## config.mk

```make
export PLATFORM = sky130hd
export DESIGN_NAME = game_screen_fsm
export DESIGN_NICKNAME = d
export VERILOG_FILES = /design/src/rtl/game_pkg.sv /design/src/rtl/rise_edge_detect.sv /design/src/rtl/game_screen_fsm.sv
export SDC_FILE = /design/constraint.sdc
export NUM_CORES = 1
export LEC_CHECK = 0
export CORE_MARGIN = 2
export CORE_UTILIZATION = 53
export DETAILED_ROUTE_END_ITERATION = 16
export PLACE_DENSITY = 0.81
export SYNTH_ARGS = -nofsm -noshare
export SYNTH_HDL_FRONTEND = slang
export SYNTH_SLANG_ARGS = --single-unit
export TNS_END_PERCENT = 50
```

## constraint.sdc

```tcl
create_clock -name clk -period 2.3 [get_ports clk]
set_input_delay 0.46 -clock clk [delete_from_list [all_inputs] [get_ports clk]]
set_output_delay 0.46 -clock clk [all_outputs]
set_load 0.05 [all_outputs]
```

## src/rtl/game_pkg.sv

```systemverilog
// Shared game-flow types: session state encoding and background screen codes.
// Pure declarations; no latency or flow control of its own.
package game_pkg;

  typedef enum logic [1:0] {
    WELCOME   = 2'd0,
    PLAY      = 2'd1,
    HIT_PAUSE = 2'd2,
    GAMEOVER  = 2'd3
  } state_e;

  localparam logic [1:0] SCREEN_WELCOME  = 2'd0;
  localparam logic [1:0] SCREEN_PLAY     = 2'd1;
  localparam logic [1:0] SCREEN_GAMEOVER = 2'd2;

  // The hit pause keeps the play background so the frozen field stays visible.
  function automatic logic [1:0] screen_of(input state_e s);
    logic [1:0] scr;
    scr = SCREEN_WELCOME;
    case (s)
      PLAY, HIT_PAUSE: scr = SCREEN_PLAY;
      GAMEOVER:        scr = SCREEN_GAMEOVER;
      default:         scr = SCREEN_WELCOME;
    endcase
    return scr;
  endfunction

  function automatic int max_int(input int a, input int b);
    return (a > b) ? a : b;
  endfunction

endpackage

```

## src/rtl/rise_edge_detect.sv

```systemverilog
// One-cycle pulse on a 0->1 transition of a level input; combinational off a 1-cycle history.
// No flow control. History resets to 1 so a level held through reset never fires.
module rise_edge_detect (
  input  logic clk,
  input  logic resetN,
  input  logic in,
  output logic outPulse
);

  logic prev_q;

  always_ff @(posedge clk) begin
    if (!resetN) prev_q <= 1'b1;
    else         prev_q <= in;
  end

  assign outPulse = in & ~prev_q;

endmodule

```

## src/rtl/game_screen_fsm.sv

```systemverilog
// Game session controller: state, lives, level, restart pulses and a frame-aligned screen selector.
// Outputs update 1 cycle after the triggering input; selector only moves on startOfFrame. No backpressure.
module game_screen_fsm
  import game_pkg::*;
#(
  parameter int LIVES            = 3,
  parameter int MAX_LEVEL        = 5,
  parameter int HIT_PAUSE_FRAMES = 60,
  parameter int GAMEOVER_FRAMES  = 180
) (
  input  logic       clk,
  input  logic       resetN,
  input  logic       startOfFrame,
  input  logic       startKey,
  input  logic       playerHit,
  input  logic       levelCleared,
  output logic [1:0] selector,
  output logic [1:0] lives,
  output logic [2:0] level,
  output logic       gameActive,
  output logic       won,
  output logic       newGame,
  output logic       newLevel
);

  localparam int CNT_W = $clog2(max_int(HIT_PAUSE_FRAMES, GAMEOVER_FRAMES) + 1);
  localparam logic [CNT_W-1:0] HIT_LOAD   = CNT_W'(HIT_PAUSE_FRAMES);
  localparam logic [CNT_W-1:0] GO_LOAD    = CNT_W'(GAMEOVER_FRAMES);
  localparam logic [CNT_W-1:0] CNT_ONE    = CNT_W'(1);
  localparam logic [1:0]       LIVES_INIT = 2'(LIVES);
  localparam logic [2:0]       LEVEL_LAST = 3'(MAX_LEVEL);

  state_e           state_q, state_d;
  logic [1:0]       lives_q, lives_d;
  logic [2:0]       level_q, level_d;
  logic             won_q, won_d;
  logic [CNT_W-1:0] cnt_q, cnt_d;
  logic             new_game_q, new_game_d;
  logic             new_level_q, new_level_d;
  logic [1:0]       selector_q;
  logic             start_edge;

  rise_edge_detect u_start_edge (
    .clk      (clk),
    .resetN   (resetN),
    .in       (startKey),
    .outPulse (start_edge)
  );

  always_comb begin
    state_d     = state_q;
    lives_d     = lives_q;
    level_d     = level_q;
    won_d       = won_q;
    cnt_d       = cnt_q;
    new_game_d  = 1'b0;
    new_level_d = 1'b0;
    case (state_q)
      WELCOME: begin
        if (start_edge) begin
          state_d     = PLAY;
          lives_d     = LIVES_INIT;
          level_d     = 3'd0;
          won_d       = 1'b0;
          new_game_d  = 1'b1;
          new_level_d = 1'b1;
        end
      end
      PLAY: begin
        // A hit outranks a simultaneous clear; the clear is dropped.
        if (playerHit) begin
          if (lives_q > 2'd1) begin
            lives_d = lives_q - 2'd1;
            cnt_d   = HIT_LOAD;
            state_d = HIT_PAUSE;
          end else begin
            lives_d = 2'd0;
            cnt_d   = GO_LOAD;
            state_d = GAMEOVER;
          end
        end else if (levelCleared) begin
          if (level_q < LEVEL_LAST) begin
            level_d     = level_q + 3'd1;
            new_level_d = 1'b1;
          end else begin
            won_d   = 1'b1;
            cnt_d   = GO_LOAD;
            state_d = GAMEOVER;
          end
        end
      end
      HIT_PAUSE: begin
        // Leave on the frame that would take the counter to zero.
        if (startOfFrame) begin
          if (cnt_q <= CNT_ONE) begin
            cnt_d       = '0;
            state_d     = PLAY;
            new_level_d = 1'b1;
          end else begin
            cnt_d = cnt_q - CNT_ONE;
          end
        end
      end
      GAMEOVER: begin
        if (start_edge) begin
          cnt_d   = '0;
          state_d = WELCOME;
        end else if (startOfFrame) begin
          if (cnt_q <= CNT_ONE) begin
            cnt_d   = '0;
            state_d = WELCOME;
          end else begin
            cnt_d = cnt_q - CNT_ONE;
          end
        end
      end
      default: state_d = WELCOME;
    endcase
  end

  always_ff @(posedge clk) begin
    if (!resetN) begin
      state_q     <= WELCOME;
      lives_q     <= 2'd0;
      level_q     <= 3'd0;
      won_q       <= 1'b0;
      cnt_q       <= '0;
      new_game_q  <= 1'b0;
      new_level_q <= 1'b0;
      selector_q  <= SCREEN_WELCOME;
    end else begin
      state_q     <= state_d;
      lives_q     <= lives_d;
      level_q     <= level_d;
      won_q       <= won_d;
      cnt_q       <= cnt_d;
      new_game_q  <= new_game_d;
      new_level_q <= new_level_d;
      if (startOfFrame) selector_q <= screen_of(state_d);
    end
  end

  assign selector   = selector_q;
  assign lives      = lives_q;
  assign level      = level_q;
  assign won        = won_q;
  assign gameActive = (state_q == PLAY);
  assign newGame    = new_game_q;
  assign newLevel   = new_level_q;

endmodule

```

==> results.md <==
* Commonest cells in the synthesized netlist: dfxtp_1 (21), a31oi_1 (12), nand2_1 (12)
* Clock sinks at 21
* Post-Syn Area at ~1200 um^2
* XOR/XNOR share of the synthesized area at 0%
* Finished Cell Area at 1440 um^2
* Mux share of post-synthesis cell area at between 4 and 5%
* Wire per inst at approximately 16 um
* Mapped Cells at approximately 140
* N_diodes at 0
* Num rows at 17
* Boundary Pins at 17
* Max Slew Vio Count at 0
* Synth area leader: dfxtp_1
* Hold path cells at 2
* Most frequent cell after synthesis: dfxtp_1
* Critical Path Sink Type: register
* H-tree depth at 1
* WS Path Type: register to register
* Hold Crit Class: register to register
* Synthesis-stage register bit count at 21
* R2R cell count at 8
* Fin crit period at between 2 and 2.5 ns
* Hold Violations, Final at 0
* Total power at between 0.7 and 0.8 mW
* Area of placed instances at 1410 um^2
* FF-to-FF Start: cnt_q[0]
* Post-Syn Area per Cell at 8.60 um^2
* CTS buffer count at 3
* Initial core utilization at 54.9%
* DRC viols at 0
* Clk slew on worst S/H paths at about 0.12 ns
* Via count at 1196
* Post-route ant nets at 0
* Slew HR at approximately two thirds
* Top-area cell type share of the netlist area at a little over a third
* Hold path start: cnt_q[0]
* Largest net degree at the start of global routing at 18
* Synth Area in Compound Gates at about a quarter
* Port buffer count at 16
* Die Width at 51.2 um
* Wire length of the first global-routing pass at ~5.1 mm
* Net count, final at 170
* Clk root buf: clkbuf_4
* Yosys cell types at ~50
* Unrepaired setup endpoints after global routing: false
* Status: finished clean
* Dpl hpwl at ~2.1 mm
* Worst-case clock buffer depth at 2
* Crit share post-route at a little over nine tenths
* Routability Congestion at 0.889
* Post-Synth Adder-Cell Area at between 4 and 5%
* Ys async rst share at 0%
* Number of synthesized flops with an enable pin at 0
* Vias/cell at between 6 and 7
* Worst IR Drop VDD at 0.476 mV
* PnR worst setup slack at between 0.09 and 0.1 ns
* Initial antenna violation count at 0
* Synth warn at 0
* R2r endpoint: selector[0]
* Layout Utilization at between 60% and 70%
* Worst clock skew at 0.00280 ns
* FF-to-FF setup slack at 0.09 ns
* Die Span Y at about 51 um
* P&R area growth vs syn at 22.2%
* Die area at between 2000 and 3000 um^2
* Top cells by area, synth: dfxtp_1 (36%), a31oi_1 (6.4%), a21oi_1 (4.2%)
* Sink of the worst hold path: cnt_q[0]
* Hold_buf cts at 0
* GRT Overall Usage at a little over a quarter
* GRT Residual Overflow at 0
* Syn nets at around 150
* MaxCap Viol Count at 0
* Critical Path Source Type: register
* DP Worst Slack at -0.0479 ns
* CTS tree: done
* Synth Area in Simple Gates at between 20% and 30%
* Sequential area share after synthesis at between 30 and 40%
* Routed WL at about 3.0 mm
* DR iter-0 viols at 40
* Share of layout cells above drive strength 1 at between 15 and 20%
* Fmax at roughly 450 MHz
* Number of global-route vias before repair at around 1100
* Core Box Area at approximately 2100 um^2
* TritonRoute pass-1 iters at 4
* Worst Path Arrival at roughly 2.4 ns
* Worst EP required at 2.51 ns
* Final setup vio count at 0
* Slew @ Worst Pin at 0.516 ns
* CP max FO at 5
* Power Density at 520 nW/um^2
* Largest family of logic cells by synthesized area: simple AND/OR/NAND/NOR gates
* Latest clock arrival within the worst-skew pair at roughly 0.30 ns
* Static leakage at 0.524 nW
* Main flop type after synthesis: dfxtp_1
[state kept, by name, indices dropped and copies added (netlist names)]
name / cells
level: 3
won: 1
lives: 2
state_q: 2
newGame: 1
selector: 2
u_start_edge.prev_q: 1
cnt_q: 8
newLevel: 1
[cell type report]
cell class | instances | area [um^2]
Timing Repair Buffer | 24 | 230
Sequential cell | 21 | 422
Inverter | 7 | 26.3
Fill cell | 172 | 708
Tap cell | 28 | 35.0
Multi-Input combinational cell | 103 | 701
Clock buffer | 4 | 26.3
[routing by layer]
metal / global-route usage [%] / vias to the layer above / part of all wire (%)
li1: - / 567 / -
met1: 34.6 / 562 / 42
met2: 42.2 / 61 / 49
met3: 4.68 / 6 / 7.4
met4: 9.46 / 0 / 1.7
met5: 0 / - / 0
[report_power, final]
part           switching [mW]  total (mW)  internal, mW  leakage [nW]
combinational          0.0974       0.170        0.0727         0.338
sequential             0.0185       0.396         0.377         0.171
clock                   0.115       0.183        0.0676        0.0150
total                   0.231       0.749         0.518         0.524
[kinds of logic (layout without fill, tap and decap cells)]
kind of cell               after synthesis  count (layout)
buffers and inverters                   13              35
muxes                                    4               4
DFF                                     21              21
adders and majority gates                4               4
AOI/OAI and AO/OA                       42              42
and+or+nand+nor                         53              53
[repair_timing]
item | CTS | global route
endpoints found under the hold margin | 0 | 0
resized for setup | 0 | 1
buffers inserted | 0 | 0
endpoints found under the setup margin | 0 | 1
[critical path, stage by stage, from the launching register on]
cell     delay (ns)
dfxtp_2        0.37
inv_1          0.06
ha_1           0.27
o21ba_2        0.27
and3_1         0.18
mux4_2         0.47
ha_1           0.30
mux2i_1        0.14
nor2_1         0.05
[cell usage in the layout, fill, tap and decap left out, types with 4 or more instances in the layout]
cell type / instances
ha_1: 4
nand2_1: 12
o21ai_0: 5
nor2_1: 9
a31oi_1: 12
a21oi_1: 10
buf_4: 8
clkdlybuf4s50_1: 15
nand3_1: 4
dfxtp_1: 20
inv_1: 5
[worst max-delay path by stage]
stage / from / to / slack (ns) / cells after the start
6_report: cnt_q[0] / selector[0] / 0.09 / 8
5_1_grt: cnt_q[0] / selector[0] / 0.04 / 8
4_1_cts: cnt_q[0] / selector[0] / 0.07 / 8
3_5_place_dp: startKey / selector[0] / -0.05 / 7
3_3_place_gp: startKey / selector[0] / -0.007 / 7
2_1_floorplan: cnt_q[0] / selector[0] / 0.24 / 8
[per-stage QoR]
step                std cells  setup TNS, ns  hold slack (ns)
floorplan                 137              0            0.456
global placement          183       -0.00690            0.472
detailed placement        183        -0.0479            0.488
CTS                       187              0            0.506
global route              187              0            0.526
finish                    187              0            0.502
No activity file was read; power rests on OpenSTA's default activity.
